## src/rtl/mmu09_pkg.sv

```systemverilog
// Shared definitions for the MMU09 clock generator and its users.
// Phase encoding is {Q,E} so the outputs are plain state register bits.
package mmu09_pkg;

   typedef enum logic [1:0] {
      EF = 2'b00,
      QR = 2'b10,
      ER = 2'b11,
      QF = 2'b01
   } phase_t;

   localparam int RESET_CYCLES_DEF = 16;
   localparam int MAX_STRETCH_DEF  = 8;

   function automatic int cnt_width(input int max_val);
      return (max_val < 1) ? 1 : $clog2(max_val + 1);
   endfunction

endpackage

```

## src/rtl/mmu09_clkgen_if.sv

```systemverilog
// Clock/reset bundle between the clock generator and the SBC logic.
// master drives the clocks, slave supplies memory ready.
interface mmu09_clkgen_if;

   logic mrdy;
   logic qclk;
   logic eclk;
   logic cpu_reset_n;
   logic bus_end;
   logic stretching;

   modport master (
      input  mrdy,
      output qclk,
      output eclk,
      output cpu_reset_n,
      output bus_end,
      output stretching
   );

   modport slave (
      output mrdy,
      input  qclk,
      input  eclk,
      input  cpu_reset_n,
      input  bus_end,
      input  stretching
   );

endinterface

```

## src/rtl/mmu09_porst.sv

```systemverilog
// Power-on reset sequencer: releases the CPU on an E falling edge
// once enough clk edges have elapsed since board reset release.
module mmu09_porst
   import mmu09_pkg::*;
#(
   parameter int RESET_CYCLES = RESET_CYCLES_DEF
) (
   input  logic clk,
   input  logic reset_n,
   input  logic ev,
   output logic cpu_reset_n
);

   localparam int CW = cnt_width(RESET_CYCLES);
   localparam logic [CW-1:0] SAT = CW'(RESET_CYCLES);

   logic [CW-1:0] cnt;
   logic [CW:0]   cnt_inc;
   logic          sat_now;

   // saturation counts the edge being taken, so ev on edge N can release
   assign cnt_inc = {1'b0, cnt} + (CW+1)'(1);
   assign sat_now = (cnt == SAT) || (cnt_inc >= {1'b0, SAT});

   always_ff @(posedge clk or negedge reset_n) begin
      if (!reset_n) begin
         cnt         <= '0;
         cpu_reset_n <= 1'b0;
      end else begin
         if (cnt != SAT) begin
            cnt <= cnt + CW'(1);
         end
         if (ev && sat_now) begin
            cpu_reset_n <= 1'b1;
         end
      end
   end

endmodule

```

## src/rtl/mmu09_clkgen.sv

```systemverilog
// 6809 Q/E clock generator with E-high stretching on memory not-ready
// and a power-on CPU reset aligned to the E falling edge.
module mmu09_clkgen
   import mmu09_pkg::*;
#(
   parameter int RESET_CYCLES = RESET_CYCLES_DEF,
   parameter int MAX_STRETCH  = MAX_STRETCH_DEF
) (
   input  logic           clk,
   input  logic           reset_n,
   mmu09_clkgen_if.master bus
);

   localparam int SW = cnt_width(MAX_STRETCH);
   localparam logic [SW-1:0] SMAX = SW'(MAX_STRETCH);

   phase_t        state;
   phase_t        state_nx;
   logic [SW-1:0] scnt;
   logic [SW-1:0] scnt_nx;
   logic          hold;
   logic          e_fall;
   logic          be_q;
   logic          st_q;
   logic          cpu_rst_n;

   always_comb begin
      state_nx = state;
      scnt_nx  = scnt;
      hold     = 1'b0;
      e_fall   = 1'b0;
      unique case (state)
         EF: state_nx = QR;
         QR: state_nx = ER;
         ER: state_nx = QF;
         QF: begin
            if (!bus.mrdy && (scnt < SMAX)) begin
               hold    = 1'b1;
               scnt_nx = scnt + SW'(1);
            end else begin
               state_nx = EF;
               scnt_nx  = '0;
               e_fall   = 1'b1;
            end
         end
         default: state_nx = EF;
      endcase
   end

   always_ff @(posedge clk or negedge reset_n) begin
      if (!reset_n) begin
         state <= EF;
         scnt  <= '0;
         be_q  <= 1'b0;
         st_q  <= 1'b0;
      end else begin
         state <= state_nx;
         scnt  <= scnt_nx;
         be_q  <= e_fall;
         st_q  <= hold;
      end
   end

   mmu09_porst #(
      .RESET_CYCLES(RESET_CYCLES)
   ) u_porst (
      .clk        (clk),
      .reset_n    (reset_n),
      .ev         (e_fall),
      .cpu_reset_n(cpu_rst_n)
   );

   assign bus.qclk        = state[1];
   assign bus.eclk        = state[0];
   assign bus.bus_end     = be_q;
   assign bus.stretching  = st_q;
   assign bus.cpu_reset_n = cpu_rst_n;

endmodule

```

## src/flat_wrapper.sv

```systemverilog
// flat-port wrapper written by rule: the top's interface ports become plain ports
module mmu09_clkgen_flat import mmu09_pkg::*;
#(
   parameter int RESET_CYCLES = RESET_CYCLES_DEF,
   parameter int MAX_STRETCH  = MAX_STRETCH_DEF
)
  (clk, reset_n, bus_mrdy, bus_qclk, bus_eclk, bus_cpu_reset_n, bus_bus_end, bus_stretching);
  mmu09_clkgen_if bus_i ();
  input  logic clk;
  input  logic reset_n;
  input wire logic [$bits(bus_i.mrdy)-1:0] bus_mrdy;
  output wire logic [$bits(bus_i.qclk)-1:0] bus_qclk;
  output wire logic [$bits(bus_i.eclk)-1:0] bus_eclk;
  output wire logic [$bits(bus_i.cpu_reset_n)-1:0] bus_cpu_reset_n;
  output wire logic [$bits(bus_i.bus_end)-1:0] bus_bus_end;
  output wire logic [$bits(bus_i.stretching)-1:0] bus_stretching;
  assign bus_i.mrdy = bus_mrdy;
  assign bus_qclk = bus_i.qclk;
  assign bus_eclk = bus_i.eclk;
  assign bus_cpu_reset_n = bus_i.cpu_reset_n;
  assign bus_bus_end = bus_i.bus_end;
  assign bus_stretching = bus_i.stretching;
  mmu09_clkgen #(.RESET_CYCLES(RESET_CYCLES), .MAX_STRETCH(MAX_STRETCH)) u_core (.clk(clk), .reset_n(reset_n), .bus(bus_i));
endmodule
```

## config.mk

```make
export PLATFORM = sky130hd
export DESIGN_NAME = mmu09_clkgen_flat
export DESIGN_NICKNAME = d
export VERILOG_FILES = /design/src/rtl/mmu09_pkg.sv /design/src/rtl/mmu09_clkgen_if.sv /design/src/rtl/mmu09_porst.sv /design/src/rtl/mmu09_clkgen.sv /design/src/flat_wrapper.sv
export SDC_FILE = /design/constraint.sdc
export NUM_CORES = 1
export LEC_CHECK = 0
export CAP_MARGIN = 20
export CORE_AREA = 2 2 43 45
export CTS_CLUSTER_SIZE = 25
export DETAILED_ROUTE_END_ITERATION = 6
export DIE_AREA = 0 0 45 47
export SLEW_MARGIN = 15
export SYNTH_ARGS = -nofsm -noshare
export SYNTH_HDL_FRONTEND = slang
export SYNTH_SLANG_ARGS = --single-unit
```

## constraint.sdc

```tcl
create_clock -name clk -period 3.2 [get_ports clk]
set_input_delay 0.64 -clock clk [delete_from_list [all_inputs] [get_ports clk]]
set_output_delay 0.64 -clock clk [all_outputs]
set_load 0.01 [all_outputs]
```

==> impl.org <==
** Setup path
- In this run the critical register-to-register path is captured at u_core.u_porst.cnt[1]$_DFFE_PN0P_.
- Data arrives at the worst endpoint at 1.25 ns.
- Combined buffer and inverter count along the critical path :: 1
- CP max-delay cell :: sky130_fd_sc_hd__clkdlybuf4s50_1
- R2R depth :: 5
- Delay of the slowest cell on the worst path :: 0.56 ns
- WS Path Type :: flip-flop to output pin
- Capturing element type of the critical path :: output pin
- Setup crit start kind :: flip-flop
- Required time of the critical path :: 2.56 ns
- Cell family with most CP delay :: buffers and inverters
- The critical path goes through clkdlybuf4s50_1.
- Along the worst path, the maximum fanout reaches 4.
- Beginning of the worst register-to-register path :: u_core.u_porst.cnt[0]$_DFFE_PN0P_
- Setup slack on the worst reg-to-reg path comes out at 1.83 ns.

** Final layout
- Layout cell share with drive strength beyond 1 :: 10.00%
- Leaving out fill and tap cells, the most frequent cells in the layout are sky130_fd_sc_hd__dfrtp_1 (14), sky130_fd_sc_hd__clkdlybuf4s50_1 (7), sky130_fd_sc_hd__inv_1 (5).
- Leaving out fill and tap cells, the most frequent cell in the layout is sky130_fd_sc_hd__dfrtp_1.
- Number of nets in the layout :: 67
- The finished layout holds 77 standard cells, fillers aside.
- Area Growth Syn to Fin :: 21.34%
- Summing all non-filler instances in the final layout gives an area of 725.7 µm².
- The repair_antennas step left the layout with diodes totalling 0.

** Logic synthesis
- The synthesized netlist occupies a cell area of 598.1 µm².
- Synthesized instance count :: 49
- Number of warning messages in the yosys log :: 0
- Share of synthesized area occupied by flip-flops and latches :: 58.58%
- Number of library cell types mapped by synthesis :: 20
- Mean instance size in the synthesized netlist :: 12.21 µm²
- The share of synthesized area in the top cell type comes to 58.58%.
- Ranking of synthesized cells by area :: sky130_fd_sc_hd__dfrtp_1 (59%), sky130_fd_sc_hd__ha_1 (6.3%), sky130_fd_sc_hd__xnor2_1 (4.4%)
- Syn nets :: 55
- Of all cell types, the one taking the most synthesized area is sky130_fd_sc_hd__dfrtp_1.
- Number of register bits inferred by synthesis :: 14

** STA
- Worst Slack Setup Final :: 1.311 ns
- Slew at the pin with the worst max-slew slack :: 0.5874 ns
- Setup Skew :: 0.01184 ns
- Setup repair after global routing left no endpoint under its margin.
- Setup Viol. Count Final :: 0
- Upper clock frequency limit :: 529.5 MHz
- Fin. Hold Viols :: 0
- Summed over all failing endpoints, the final setup total negative slack is 0 ns.
- The total count of max-transition violations in the final report came to 0.
- Headroom to the max-slew limit :: 60.72%
- Post-route clock period utilization :: 59.02%
- Counting I/O delays and the setup requirement, the final critical path takes 1.889 ns.
- Hold WS :: 0.4614 ns

** Placement
- DP Area :: 689.4 µm²
- Total of buffers placed on input and output ports :: 7
- Prior to clock tree synthesis, the placed netlist has a worst setup slack of 1.352 ns.
- Placed insts :: 73
- At the end of routability-driven placement, the weighted congestion stood at 0.7779.

** Clock network
- For this design, the sink count on the clock tree is 14.
- Clock-pin slew was measured on the worst setup and hold paths at 0.09 ns.
- Number of gates given a new drive strength after cts :: 0
- CTS built an H-tree with a depth of 1.
- Clock latency reported for the late side of the worst-skew pair :: 0.28 ns
- Setup Buffers After CTS :: 0
- Hold bufs inserted after CTS :: 0
- CTS buffer count :: 3
- TritonCTS built the clock tree.
- Library cell used as clock root buffer :: sky130_fd_sc_hd__clkbuf_4
- Counting along the longest clock path gives a buffer depth of 2.

** Hold path
- The startpoint identified for the worst hold timing path is u_core.u_porst.cpu_reset_n$_DFFE_PN0P_.
- In this run the worst hold path is classified as flip-flop to flip-flop.
- Along the worst hold path, the cell count comes to 1.
- Hold Crit Endpoint :: u_core.u_porst.cpu_reset_n$_DFFE_PN0P_

** Drt
- The routed layout has 376 vias.
- DR pass1 iterations :: 4
- In the routed design, unresolved DRC markers number 0.
- Residual antenna-violating net count after detailed routing :: 0
- Iteration-0 DRC count of the detailed router :: 6
- Number of vias per cell after detailed routing :: 4.883
- After detailed routing, the total wire length is 851 µm.
- Detailed-route wire length per cell :: 11.05 µm

** Pwr
- The clock network accounts for 25.9% of the total power.
- Of the total power, the share spent switching nets is 26.97%.
- Dividing total power by cell area gives a power density of 649.4 nW/µm².
- Internal power comes to 0.0003442 W.
- Sequential cell fraction of total power :: 50.8%
- Highest ir drop seen on vdd :: 0.3185 mV
- Net switching power figure :: 0.0001271 W
- Leakage :: 0.3498 nW
- The share of total power dissipated in combinational logic is 23.4%.

** Global route
- Maximum number of pins on one net before global-route repair :: 15
- Number of global-route vias before repair :: 367
- After global routing the overflow that remains totals 0.
- The first global-routing pass estimated 1.573 mm of wire.
- Total global routing track utilization :: 11.09%
- The number of antenna violations at the first check in global routing came to 0.

** Die
- DIE WIDTH :: 45 µm
- The initialized floorplan defines 15 standard-cell rows.
- Pin placement for this block handled 8 I/O pins.
- The die covers 2115 µm².
- For this configuration, the core starts out at a cell density of 36.21%.
- The floorplan step set the die height to 47 µm.
- Placeable Area :: 1652 µm²

** Status
- Outcome :: finished clean

** Flow run
- Across the run, the number of max-cap violations was 0.
[worst max-delay path by stage]
stage,cells past startpoint,start,slack [ns],endpoint
2_1_floorplan,5,u_core.u_porst.cnt[0]$_DFFE_PN0P_,1.90,u_core.u_porst.cnt[1]$_DFFE_PN0P_
3_3_place_gp,4,bus_mrdy,1.42,u_core.scnt[2]$_DFFE_PN0N_
3_5_place_dp,4,bus_mrdy,1.35,u_core.scnt[2]$_DFFE_PN0N_
5_1_grt,1,u_core.state[1]$_DFFE_PN0N_,1.25,bus_qclk
4_1_cts,1,u_core.state[1]$_DFFE_PN0N_,1.28,bus_qclk
6_report,1,u_core.state[1]$_DFFE_PN0N_,1.31,bus_qclk
[sequential cells by signal, indices dropped and copies added (netlist names)]
| signal | count |
|---|---|
| u_core.bus.bus_end | 1 |
| u_core.bus.stretching | 1 |
| u_core.scnt | 4 |
| u_core.state | 2 |
| u_core.u_porst.cnt | 5 |
| u_core.u_porst.cpu_reset_n | 1 |
[cells in the mapped netlist]
| master | instances |
|---|---|
| sky130_fd_sc_hd__mux2i_1 | 1 |
| sky130_fd_sc_hd__nand3b_1 | 1 |
| sky130_fd_sc_hd__nand4_1 | 1 |
| sky130_fd_sc_hd__dfrtp_1 | 14 |
| sky130_fd_sc_hd__nor2_1 | 3 |
| sky130_fd_sc_hd__inv_1 | 5 |
| sky130_fd_sc_hd__nand2_1 | 3 |
| sky130_fd_sc_hd__o21ai_1 | 1 |
| sky130_fd_sc_hd__nor4b_4 | 1 |
| sky130_fd_sc_hd__a22o_1 | 1 |
| sky130_fd_sc_hd__mux2_1 | 1 |
| sky130_fd_sc_hd__nand2b_1 | 1 |
| sky130_fd_sc_hd__mux2_2 | 1 |
| sky130_fd_sc_hd__a21o_1 | 2 |
| sky130_fd_sc_hd__xnor2_1 | 3 |
| sky130_fd_sc_hd__nor3_1 | 1 |
| sky130_fd_sc_hd__a21boi_0 | 1 |
| sky130_fd_sc_hd__o21ai_0 | 2 |
| sky130_fd_sc_hd__ha_1 | 3 |
| sky130_fd_sc_hd__nand3_1 | 3 |
[metal layers]
layer  vias to the layer above  share of wire, %  global-route usage [%]
met5                         -                 0                       0
met4                         0               2.2                   7.059
met3                         2               5.1                   5.769
met2                         7                45                   15.71
met1                       180                48                   13.25
li1                        187                 -                       -
[power by group through the flow]
stage	logic [W]	registers (W)	clock network (W)
5_1_grt	0.000124	0.000245	0.000134
3_5_place_dp	0.000114	0.000244	0
3_3_place_gp	0.000113	0.000243	0
6_report	0.000110	0.000239	0.000122
2_1_floorplan	0.0000507	0.000247	0
4_1_cts	0.000114	0.000240	0.000127
[stage by stage]
step | util (%) | total power, W
3_3_place_gp | 41.74 | 0.0003557
2_1_floorplan | - | 0.0002982
6_report | 43.94 | 0.0004713
3_5_place_dp | 41.74 | 0.0003571
4_1_cts | 43.94 | 0.0004807
5_1_grt | 43.94 | 0.0005034
[cell families after synthesis]
group | synth area share [%]
adders and majority gates | 6.277
xor gates and xnor gates | 4.394
AOI/OAI and AO/OA | 7.740
and+or+nand+nor | 14.43
buffers and inverters | 3.138
muxes | 5.439
DFF | 58.58
[layout make-up]
cell class                      instances  area [µm²]
Clock buffer                            4       36.28
Timing Repair Buffer                    7       70.07
Inverter                                5       18.77
Sequential cell                        14       350.3
Fill cell                             156       925.9
Multi-Input combinational cell         30       229.0
Tap cell                               17       21.27
(Power assumes the default switching activity.)
